**config.mk**
```make
export PLATFORM = sky130hd
export DESIGN_NAME = mc_controller_flat
export DESIGN_NICKNAME = d
export VERILOG_FILES = /design/src/rtl/mc_ctrl_pkg.sv /design/src/rtl/mc_controller_if.sv /design/src/rtl/mc_aludec.sv /design/src/rtl/mc_controller.sv /design/src/flat_wrapper.sv
export SDC_FILE = /design/constraint.sdc
export NUM_CORES = 1
export LEC_CHECK = 0
export BUFFER_PORTS_ARGS = -buffer_cell sky130_fd_sc_hd__buf_2
export CAP_MARGIN = 30
export CELL_PAD_IN_SITES_DETAIL_PLACEMENT = 1
export CELL_PAD_IN_SITES_GLOBAL_PLACEMENT = 1
export CORE_MARGIN = 2
export CORE_UTILIZATION = 25
export CTS_BUF_LIST = sky130_fd_sc_hd__clkbuf_4 sky130_fd_sc_hd__clkbuf_8 sky130_fd_sc_hd__clkbuf_16
export DETAILED_ROUTE_END_ITERATION = 6
export HOLD_SLACK_MARGIN = 0.08
export PLACE_DENSITY_LB_ADDON = 0.1
export SLEW_MARGIN = 20
export SYNTH_ARGS = -nofsm -noshare
export SYNTH_HDL_FRONTEND = slang
export SYNTH_SLANG_ARGS = --single-unit
export TNS_END_PERCENT = 100
```
**constraint.sdc**
```tcl
create_clock -name clk -period 2 [get_ports clk]
set_input_delay 0.1 -clock clk [delete_from_list [all_inputs] [get_ports clk]]
set_output_delay 0.1 -clock clk [all_outputs]
set_load 0.02 [all_outputs]
```
**src/rtl/mc_ctrl_pkg.sv**
```systemverilog
// rtl/mc_ctrl_pkg.sv - shared types and encodings for the multicycle MIPS controller
// MC_BLE_EN adds the BLEEX state to the state enum.
package mc_ctrl_pkg;

  typedef enum logic [3:0] {
    ST_FETCH   = 4'd0,
    ST_DECODE  = 4'd1,
    ST_MEMADR  = 4'd2,
    ST_MEMRD   = 4'd3,
    ST_MEMWB   = 4'd4,
    ST_MEMWR   = 4'd5,
    ST_RTYPEEX = 4'd6,
    ST_RTYPEWB = 4'd7,
    ST_BEQEX   = 4'd8,
    ST_ADDIEX  = 4'd10,
    ST_ADDIWB  = 4'd11,
    ST_JEX     = 4'd12
`ifdef MC_BLE_EN
    , ST_BLEEX = 4'd9
`endif
  } state_t;

  typedef enum logic [1:0] {
    ALUCLS_NONE  = 2'd0,
    ALUCLS_ADD   = 2'd1,
    ALUCLS_SUB   = 2'd2,
    ALUCLS_FUNCT = 2'd3
  } alu_cls_t;

  localparam logic [5:0] OP_RTYPE = 6'b000000;
  localparam logic [5:0] OP_LW    = 6'b100011;
  localparam logic [5:0] OP_SW    = 6'b101011;
  localparam logic [5:0] OP_SB    = 6'b101000;
  localparam logic [5:0] OP_BEQ   = 6'b000100;
  localparam logic [5:0] OP_BLE   = 6'b000110;
  localparam logic [5:0] OP_ADDI  = 6'b001000;
  localparam logic [5:0] OP_J     = 6'b000010;

  localparam logic [5:0] FUNCT_ADD = 6'b100000;
  localparam logic [5:0] FUNCT_SUB = 6'b100010;
  localparam logic [5:0] FUNCT_AND = 6'b100100;
  localparam logic [5:0] FUNCT_OR  = 6'b100101;
  localparam logic [5:0] FUNCT_SLT = 6'b101010;

  localparam logic [3:0] ALU_AND = 4'b0000;
  localparam logic [3:0] ALU_OR  = 4'b0001;
  localparam logic [3:0] ALU_ADD = 4'b0010;
  localparam logic [3:0] ALU_SUB = 4'b0110;
  localparam logic [3:0] ALU_SLT = 4'b0111;

  localparam logic [1:0] ASB_B     = 2'b00;
  localparam logic [1:0] ASB_FOUR  = 2'b01;
  localparam logic [1:0] ASB_IMM   = 2'b10;
  localparam logic [1:0] ASB_IMMSH = 2'b11;

  localparam logic [1:0] PCSRC_ALU    = 2'b00;
  localparam logic [1:0] PCSRC_ALUOUT = 2'b01;
  localparam logic [1:0] PCSRC_JUMP   = 2'b10;

endpackage

```
**src/rtl/mc_controller_if.sv**
```systemverilog
// rtl/mc_controller_if.sv - controller <-> datapath signal bundle
// master = controller side, slave = datapath side.
interface mc_controller_if;
  logic [5:0] op;
  logic [5:0] funct;
  logic       zero;
  logic       less;
  logic       memready;
  logic       iord;
  logic       irwrite;
  logic       pcen;
  logic       regwrite;
  logic       memwrite;
  logic       bytewrite;
  logic       regdst;
  logic       memtoreg;
  logic       alusrca;
  logic [1:0] alusrcb;
  logic [1:0] pcsrc;
  logic [3:0] alucontrol;
  logic       illegal;

  modport master (
    input  op, funct, zero, less, memready,
    output iord, irwrite, pcen, regwrite, memwrite, bytewrite,
           regdst, memtoreg, alusrca, alusrcb, pcsrc, alucontrol, illegal
  );

  modport slave (
    output op, funct, zero, less, memready,
    input  iord, irwrite, pcen, regwrite, memwrite, bytewrite,
           regdst, memtoreg, alusrca, alusrcb, pcsrc, alucontrol, illegal
  );
endinterface

```
**src/rtl/mc_aludec.sv**
```systemverilog
// rtl/mc_aludec.sv - ALU control decode from state class and funct
// funct_illegal is only meaningful for the R-type execute class.
module mc_aludec
  import mc_ctrl_pkg::*;
(
  input  alu_cls_t   alu_cls,
  input  logic [5:0] funct,
  output logic [3:0] alucontrol,
  output logic       funct_illegal
);

  always_comb begin
    alucontrol    = ALU_AND;
    funct_illegal = 1'b0;
    case (alu_cls)
      ALUCLS_ADD: alucontrol = ALU_ADD;
      ALUCLS_SUB: alucontrol = ALU_SUB;
      ALUCLS_FUNCT: begin
        case (funct)
          FUNCT_ADD: alucontrol = ALU_ADD;
          FUNCT_SUB: alucontrol = ALU_SUB;
          FUNCT_AND: alucontrol = ALU_AND;
          FUNCT_OR:  alucontrol = ALU_OR;
          FUNCT_SLT: alucontrol = ALU_SLT;
          default: begin
            alucontrol    = ALU_ADD;
            funct_illegal = 1'b1;
          end
        endcase
      end
      default: alucontrol = ALU_AND;
    endcase
  end

endmodule

```
**src/rtl/mc_controller.sv**
```systemverilog
// rtl/mc_controller.sv - multicycle MIPS main controller (Moore FSM)
// Define MC_BLE_EN to decode op 000110 as ble; otherwise it is illegal.
module mc_controller
  import mc_ctrl_pkg::*;
(
  input  logic            clk,
  input  logic            reset,
  mc_controller_if.master bus
);

  state_t     state_q, state_d;
  logic       illegal_q, illegal_d;
  alu_cls_t   alu_cls;
  logic       funct_illegal;
  logic [3:0] alucontrol;

  logic iord, irwrite, pcen, regwrite, memwrite, bytewrite;
  logic regdst, memtoreg, alusrca;
  logic [1:0] alusrcb, pcsrc;

  mc_aludec u_aludec (
    .alu_cls       (alu_cls),
    .funct         (bus.funct),
    .alucontrol    (alucontrol),
    .funct_illegal (funct_illegal)
  );

  always_comb begin
    state_d   = state_q;
    illegal_d = illegal_q;
    case (state_q)
      ST_FETCH:  if (bus.memready) state_d = ST_DECODE;
      ST_DECODE: begin
        case (bus.op)
          OP_LW, OP_SW, OP_SB: state_d = ST_MEMADR;
          OP_RTYPE:            state_d = ST_RTYPEEX;
          OP_BEQ:              state_d = ST_BEQEX;
`ifdef MC_BLE_EN
          OP_BLE:              state_d = ST_BLEEX;
`endif
          OP_ADDI:             state_d = ST_ADDIEX;
          OP_J:                state_d = ST_JEX;
          default: begin
            state_d   = ST_FETCH;
            illegal_d = 1'b1;
          end
        endcase
      end
      ST_MEMADR:  state_d = (bus.op == OP_LW) ? ST_MEMRD : ST_MEMWR;
      ST_MEMRD:   if (bus.memready) state_d = ST_MEMWB;
      ST_MEMWR:   if (bus.memready) state_d = ST_FETCH;
      ST_RTYPEEX: begin
        state_d = ST_RTYPEWB;
        if (funct_illegal) illegal_d = 1'b1;
      end
      ST_ADDIEX:  state_d = ST_ADDIWB;
      default:    state_d = ST_FETCH;
    endcase
  end

  always_ff @(posedge clk or negedge reset) begin
    if (!reset) begin
      state_q   <= ST_FETCH;
      illegal_q <= 1'b0;
    end else begin
      state_q   <= state_d;
      illegal_q <= illegal_d;
    end
  end

  always_comb begin
    iord      = 1'b0;
    irwrite   = 1'b0;
    pcen      = 1'b0;
    regwrite  = 1'b0;
    memwrite  = 1'b0;
    bytewrite = 1'b0;
    regdst    = 1'b0;
    memtoreg  = 1'b0;
    alusrca   = 1'b0;
    alusrcb   = ASB_B;
    pcsrc     = PCSRC_ALU;
    alu_cls   = ALUCLS_NONE;
    case (state_q)
      ST_FETCH: begin
        alusrcb = ASB_FOUR;
        alu_cls = ALUCLS_ADD;
        irwrite = bus.memready;
        pcen    = bus.memready;
      end
      ST_DECODE: begin
        alusrcb = ASB_IMMSH;
        alu_cls = ALUCLS_ADD;
      end
      ST_MEMADR, ST_ADDIEX: begin
        alusrca = 1'b1;
        alusrcb = ASB_IMM;
        alu_cls = ALUCLS_ADD;
      end
      ST_MEMRD: iord = 1'b1;
      ST_MEMWB: begin
        memtoreg = 1'b1;
        regwrite = 1'b1;
      end
      ST_MEMWR: begin
        iord      = 1'b1;
        memwrite  = 1'b1;
        bytewrite = (bus.op == OP_SB);
      end
      ST_RTYPEEX: begin
        alusrca = 1'b1;
        alu_cls = ALUCLS_FUNCT;
      end
      ST_RTYPEWB: begin
        regdst   = 1'b1;
        regwrite = 1'b1;
      end
      ST_BEQEX: begin
        alusrca = 1'b1;
        alu_cls = ALUCLS_SUB;
        pcsrc   = PCSRC_ALUOUT;
        pcen    = bus.zero;
      end
`ifdef MC_BLE_EN
      ST_BLEEX: begin
        alusrca = 1'b1;
        alu_cls = ALUCLS_SUB;
        pcsrc   = PCSRC_ALUOUT;
        pcen    = bus.zero | bus.less;
      end
`endif
      ST_ADDIWB: regwrite = 1'b1;
      ST_JEX: begin
        pcsrc = PCSRC_JUMP;
        pcen  = 1'b1;
      end
      default: ;
    endcase
  end

  // Strobes are held off for as long as reset is asserted, not just until the next edge.
  assign bus.irwrite    = irwrite & reset;
  assign bus.pcen       = pcen & reset;
  assign bus.regwrite   = regwrite & reset;
  assign bus.memwrite   = memwrite & reset;
  assign bus.bytewrite  = bytewrite & reset;
  assign bus.iord       = iord;
  assign bus.regdst     = regdst;
  assign bus.memtoreg   = memtoreg;
  assign bus.alusrca    = alusrca;
  assign bus.alusrcb    = alusrcb;
  assign bus.pcsrc      = pcsrc;
  assign bus.alucontrol = alucontrol;
  assign bus.illegal    = illegal_q;

endmodule

```
**src/flat_wrapper.sv**
```systemverilog
// flat-port wrapper written by rule: the top's interface ports become plain ports
module mc_controller_flat import mc_ctrl_pkg::*;
  (clk, reset, bus_op, bus_funct, bus_zero, bus_less, bus_memready, bus_iord, bus_irwrite, bus_pcen, bus_regwrite, bus_memwrite, bus_bytewrite, bus_regdst, bus_memtoreg, bus_alusrca, bus_alusrcb, bus_pcsrc, bus_alucontrol, bus_illegal);
  mc_controller_if bus_i ();
  input  logic clk;
  input  logic reset;
  input wire logic [$bits(bus_i.op)-1:0] bus_op;
  input wire logic [$bits(bus_i.funct)-1:0] bus_funct;
  input wire logic [$bits(bus_i.zero)-1:0] bus_zero;
  input wire logic [$bits(bus_i.less)-1:0] bus_less;
  input wire logic [$bits(bus_i.memready)-1:0] bus_memready;
  output wire logic [$bits(bus_i.iord)-1:0] bus_iord;
  output wire logic [$bits(bus_i.irwrite)-1:0] bus_irwrite;
  output wire logic [$bits(bus_i.pcen)-1:0] bus_pcen;
  output wire logic [$bits(bus_i.regwrite)-1:0] bus_regwrite;
  output wire logic [$bits(bus_i.memwrite)-1:0] bus_memwrite;
  output wire logic [$bits(bus_i.bytewrite)-1:0] bus_bytewrite;
  output wire logic [$bits(bus_i.regdst)-1:0] bus_regdst;
  output wire logic [$bits(bus_i.memtoreg)-1:0] bus_memtoreg;
  output wire logic [$bits(bus_i.alusrca)-1:0] bus_alusrca;
  output wire logic [$bits(bus_i.alusrcb)-1:0] bus_alusrcb;
  output wire logic [$bits(bus_i.pcsrc)-1:0] bus_pcsrc;
  output wire logic [$bits(bus_i.alucontrol)-1:0] bus_alucontrol;
  output wire logic [$bits(bus_i.illegal)-1:0] bus_illegal;
  assign bus_i.op = bus_op;
  assign bus_i.funct = bus_funct;
  assign bus_i.zero = bus_zero;
  assign bus_i.less = bus_less;
  assign bus_i.memready = bus_memready;
  assign bus_iord = bus_i.iord;
  assign bus_irwrite = bus_i.irwrite;
  assign bus_pcen = bus_i.pcen;
  assign bus_regwrite = bus_i.regwrite;
  assign bus_memwrite = bus_i.memwrite;
  assign bus_bytewrite = bus_i.bytewrite;
  assign bus_regdst = bus_i.regdst;
  assign bus_memtoreg = bus_i.memtoreg;
  assign bus_alusrca = bus_i.alusrca;
  assign bus_alusrcb = bus_i.alusrcb;
  assign bus_pcsrc = bus_i.pcsrc;
  assign bus_alucontrol = bus_i.alucontrol;
  assign bus_illegal = bus_i.illegal;
  mc_controller u_core (.clk(clk), .reset(reset), .bus(bus_i));
endmodule
```
# == Word level (Yosys, flattened, before mapping) ==
# Cells that the tools add are included.
# word_totals
register_bits,5
word_cells,75
out_inout_bits,18
inputBits,17
# classes
n_reduce_logical,13
mux,25
n_eq_ne,30
n_bitwise,5
# ops
cell,n
$eq A6 B6 Y1 const B,8
$pmux W4 S7,1
$pmux W4 S5,1
$eq A4 B3 Y1 const B,4
$eq A4 B4 Y1 const B,4
$mux W1,12
$mux W4,3
$pmux W2 S3,2
$pmux W3 S4,1
$pmux W3 S3,1
$eq A4 B2 Y1 const B,2
$ne A2 B2 Y1 const B,4
$reduce_or A4 Y1,2
$reduce_or A7 Y1,1
$eq A6 B2 Y1 const B,1
$eq A6 B3 Y1 const B,1
$eq A6 B4 Y1 const B,1
$logic_not A6 Y1,1
$reduce_and A3 Y1,2
$reduce_or A3 Y1,2
$and A1 B1 Y1,5
$reduce_or A5 Y1,1
$eq A2 B2 Y1 const B,2
$eq A4 B1 Y1 const B,1
other kinds (9),10

# == Logic depth before layout (Yosys ltp) ==
# logic_depth
ltp_word,7
depth_mapped,6
ltp_nobuf,5

# == By module ==
# From an unflattened synthesis, not the netlist that was laid out.
# unflattened
cells_unflattened,100
hier_area_um2,704.4
# by_module_without_submodules
mod,seq_area_each_um2,area_each_um2,n_inst,cells_each
mc_controller,125.1,581.8,1,85
mc_aludec,0.0,122.6,1,15

# == Worst setup path after synthesis ==
# No wires, ideal clock.
# synth_path
path_kind,reg-to-output
startpoint,register u_core.state_q[2]
endpoint,output bus_alucontrol[2]
path_stages_with_launch,5
arrival_time_ns,1.496
path_buffers,1
required_time_ns,1.900
setup_slack_ns,0.404
cell_sequence,dfrtp_1 > buf_2 > nand2b_1 > nor3_1 > o21bai_1
# synth_between
elab_chain_cells,5
word_cells_on_any_way,12
classes_between,eq/ne: 8; mux: 2; reduce/logical: 2
# synth_lines
item,line_no,text
from (decl),mc_controller.sv:11,"state_t state_q, state_d;"
from (signal assigned),mc_controller.sv:66,state_q <= state_d;
"$eq A4 B1 Y1, or another cell as far along",mc_controller.sv:84,case (state_q)
$reduce_or A4 Y1 (no source line),-,
$pmux W2 S3 *,mc_controller.sv:84,
$eq A2 B2 Y1 or $eq A2 B1 Y1 (tied branches),mc_aludec.sv:15,case (alu_cls)
$pmux W3 S3 *,mc_aludec.sv:15,
to (decl),flat_wrapper.sv:23,output wire logic [$bits(bus_i.alucontrol)-1:0] bus_alucontrol;
# Every way passes the cells marked *; elsewhere a longest branch is shown, timed or not.

# == Final worst setup path ==
# layout_path
startpoint,register u_core.state_q[3]
endpoint,output bus_regwrite
# layout_between
elab_chain_cells,4
word_cells_on_any_way,6
classes_between,eq/ne: 3; mux: 1; bitwise: 1; reduce/logical: 1
# layout_lines
item,line_no,text
$eq A4 B4 Y1 or $eq A4 B3 Y1 (tied branches),mc_controller.sv:84,
$reduce_or A3 Y1 (no source line) *,-,
$mux W1 *,mc_controller.sv:84,
$and A1 B1 Y1 *,mc_controller.sv:144,assign bus.regwrite = regwrite & reset;
to (decl),flat_wrapper.sv:15,output wire logic [$bits(bus_i.regwrite)-1:0] bus_regwrite;
# Marks and branches as above.

==> qor.yml <==
fin_crit_ns: 1.757
root_buffer: "clkbuf_4"
hold_class: "input pin to asynchronous set/reset pin"
clock_sinks: 5
vias_per_cell: 5.090
synthTopCellsByArea: "dfrtp_1 20%, a21oi_1 7.1%, nand2_1 7.1%"
critPathLaunchType: "flop"
ys.flop_type: "dfrtp_1"
grtUsageTotal_pct: 15.68
period_share_pct: 87.85
cp_max_fo: 14
fp-row-count: 18
first_iter_violations: 17
cp.arrival_ns: 1.66
path_clk_slew_ns: 0.04
outcome: "finished, final reports clean"
finalNetCount: 154
clk_latency_ns: 0.25
synth_warnings: 0
dr.pass1.iters: 4
final-hold-violation-count: 0
numCtsBuffers: 3
slew_viol_final: 0
drt_wl_total_um: 2091
start_util_pct: 25.99
worstPathRequired_ns: 1.90
clock_path_buffers: 2
finalSetupViolations: 0
synth_top_area_cell: "dfrtp_1"
ant_nets: 0
crit_type: "flop to output pin"
syn_nets: 119
r2r_cells: 2
place_hpwl_um: 1672
io_buffers: 32
async_flop_share_pct: 100.0
grt_pass1_wl_um: 3374
die_height_um: 54.52
ioPinCount: 35
cts_tree: "yes"
ys_ff_latch: 5
gp_congestion: 0.7714
antenna_found_initial: 0
h-tree-depth: 1
regToRegSetupSlack_ns: 0.64
fin_skew_ns: 0.002156
fin_cells: 166
grt_pass1_vias: 803
n_antenna_cell: 0
num_vias: 845
r2r_start: "u_core.state_q[2]"
seqCellArea_um2: 125.1
area_delta_synth_final_pct: 37.06
rsz0062_at_grt: "false"
crit_end: "bus_regwrite"
cts_setup_buffers: 0
synth_cell_types: 35
end_kind: "output pin"
grt_overflow: 0
core_region_area_um2: 2455
worstSetupStartpoint: "u_core.state_q[3]"
drc_errors: 0
filler_cell_count: 331
netlist_instances: 102
avgSynthCellArea_um2: 6.256
synth_top_area_share_pct: 19.61
power_density_nw_per_um2: 523.5
synth_edf_count: 0
fmax_mhz: 569.1
synth-seq-area-share_pct: 19.61
p_leak_nw: 0.4295
die_x_um: 54.52
setup-tns-final_ns: 0
utilization_pct: 35.63
layout-drive-gt1-share_pct: 30.88
peakVddDrop_v: 0.0002815
wire_per_inst_um: 12.60
dieArea_um2: 2972
multi_input_area_um2: 444.2
mappedNetlistArea_um2: 638.1
max_cap_viol_count: 0
reg2reg_to: "u_core.state_q[2]"
dp_cells: 161
grt_max_degree: 15
-- cell usage in the layout (no fill, tap or decap), drive strengths merged, types with 2 or more instances in the layout --
cell,count
a21oi,9
clkbuf,4
nor2,13
and3,2
o21ai,7
nand3,4
inv,8
nor3,7
nor2b,3
a31oi,2
buf,37
dfrtp,5
o32ai,2
nand2,12
nand2b,2
-- repair_timing --
action | in CTS | in global routing
gates resized for setup | 0 | 0
endpoints found under the hold margin | 5 | 0
hold buffers | 1 | 0
-- registers in the layout, indices dropped and copies added (netlist names) --
signal,count
u_core.bus.illegal,1
u_core.state_q,4
-- how the worst min path moves through the flow --
| stage | startpoint | slack, ns | end |
|---|---|---|---|
| after floorplan | reset | -0.20 | u_core.bus.illegal |
| after global placement | reset | -0.05 | u_core.state_q[3] |
| after detailed placement | reset | -0.05 | u_core.state_q[3] |
| after CTS | reset | 0.22 | u_core.state_q[3] |
| after global routing | reset | 0.25 | u_core.state_q[3] |
| final | reset | 0.22 | u_core.state_q[2] |
-- cells in the mapped netlist (2+ instances only) --
cell       n
a21oi_1    9
o21ai_0    7
nor2b_1    3
o32ai_1    2
a31oi_1    2
nand2_1   12
dfrtp_1    5
buf_2      4
nand2b_1   2
and3_1     2
nand3_1    4
nor3_1     7
nor2_1    12
inv_1      8
clkbuf_1   3
-- layout make-up --
| cell class | count | area share [%] |
|---|---|---|
| clock buffers | 4 | 3.433 |
| repair buffers | 38 | 23.75 |
| multi-input cells | 81 | 50.79 |
| inverters | 8 | 3.433 |
| flip-flops and latches | 5 | 14.31 |
| well taps | 30 | 4.292 |
-- critical path, stage by stage, from the launching register on --
cell     delay, ns
dfrtp_1       0.53
inv_1         0.18
nand2_1       0.11
o32ai_1       0.29
and2_1        0.15
buf_2         0.15
-- layer usage --
metal	global-route usage [%]	vias to the layer above	share of wire, %
li1	-	428	-
met1	18.59	395	44
met2	28.51	22	50
met3	4.098	0	5.9
met4	2.500	0	0
met5	0	-	0
-- metrics by stage --
stage | instance area (µm²) | total power [mW] | worst slack (ns) | hold WS [ns]
floorplan | 638.1 | 0.2516 | 0.4039 | -0.1956
global placement | 834.6 | 0.3237 | 0.5366 | -0.04950
detailed placement | 834.6 | 0.3265 | 0.4836 | -0.04502
CTS | 874.6 | 0.4680 | 0.2193 | 0.2211
global route | 874.6 | 0.4987 | 0.04590 | 0.2482
finish | 874.6 | 0.4579 | 0.2429 | 0.2214
-- where the power goes --
part,internal (mW),switching [mW]
logic,0.0800,0.126
registers,0.109,0.00999
clock network,0.0891,0.0442
-- cells by family (layout without fill, tap and decap cells) --
| group | Yosys count | in the layout | share of synthesized area, % |
|---|---|---|---|
| flops | 5 | 5 | 19.61 |
| buf+inv | 16 | 50 | 10.78 |
| other cells | 1 | 1 | 0.5877 |
| xor+xnor | 2 | 2 | 2.746 |
| simple gates | 47 | 47 | 34.71 |
| compound gates | 30 | 30 | 30.00 |
| mux | 1 | 1 | 1.569 |
No activity file was read; power rests on OpenSTA's default activity.
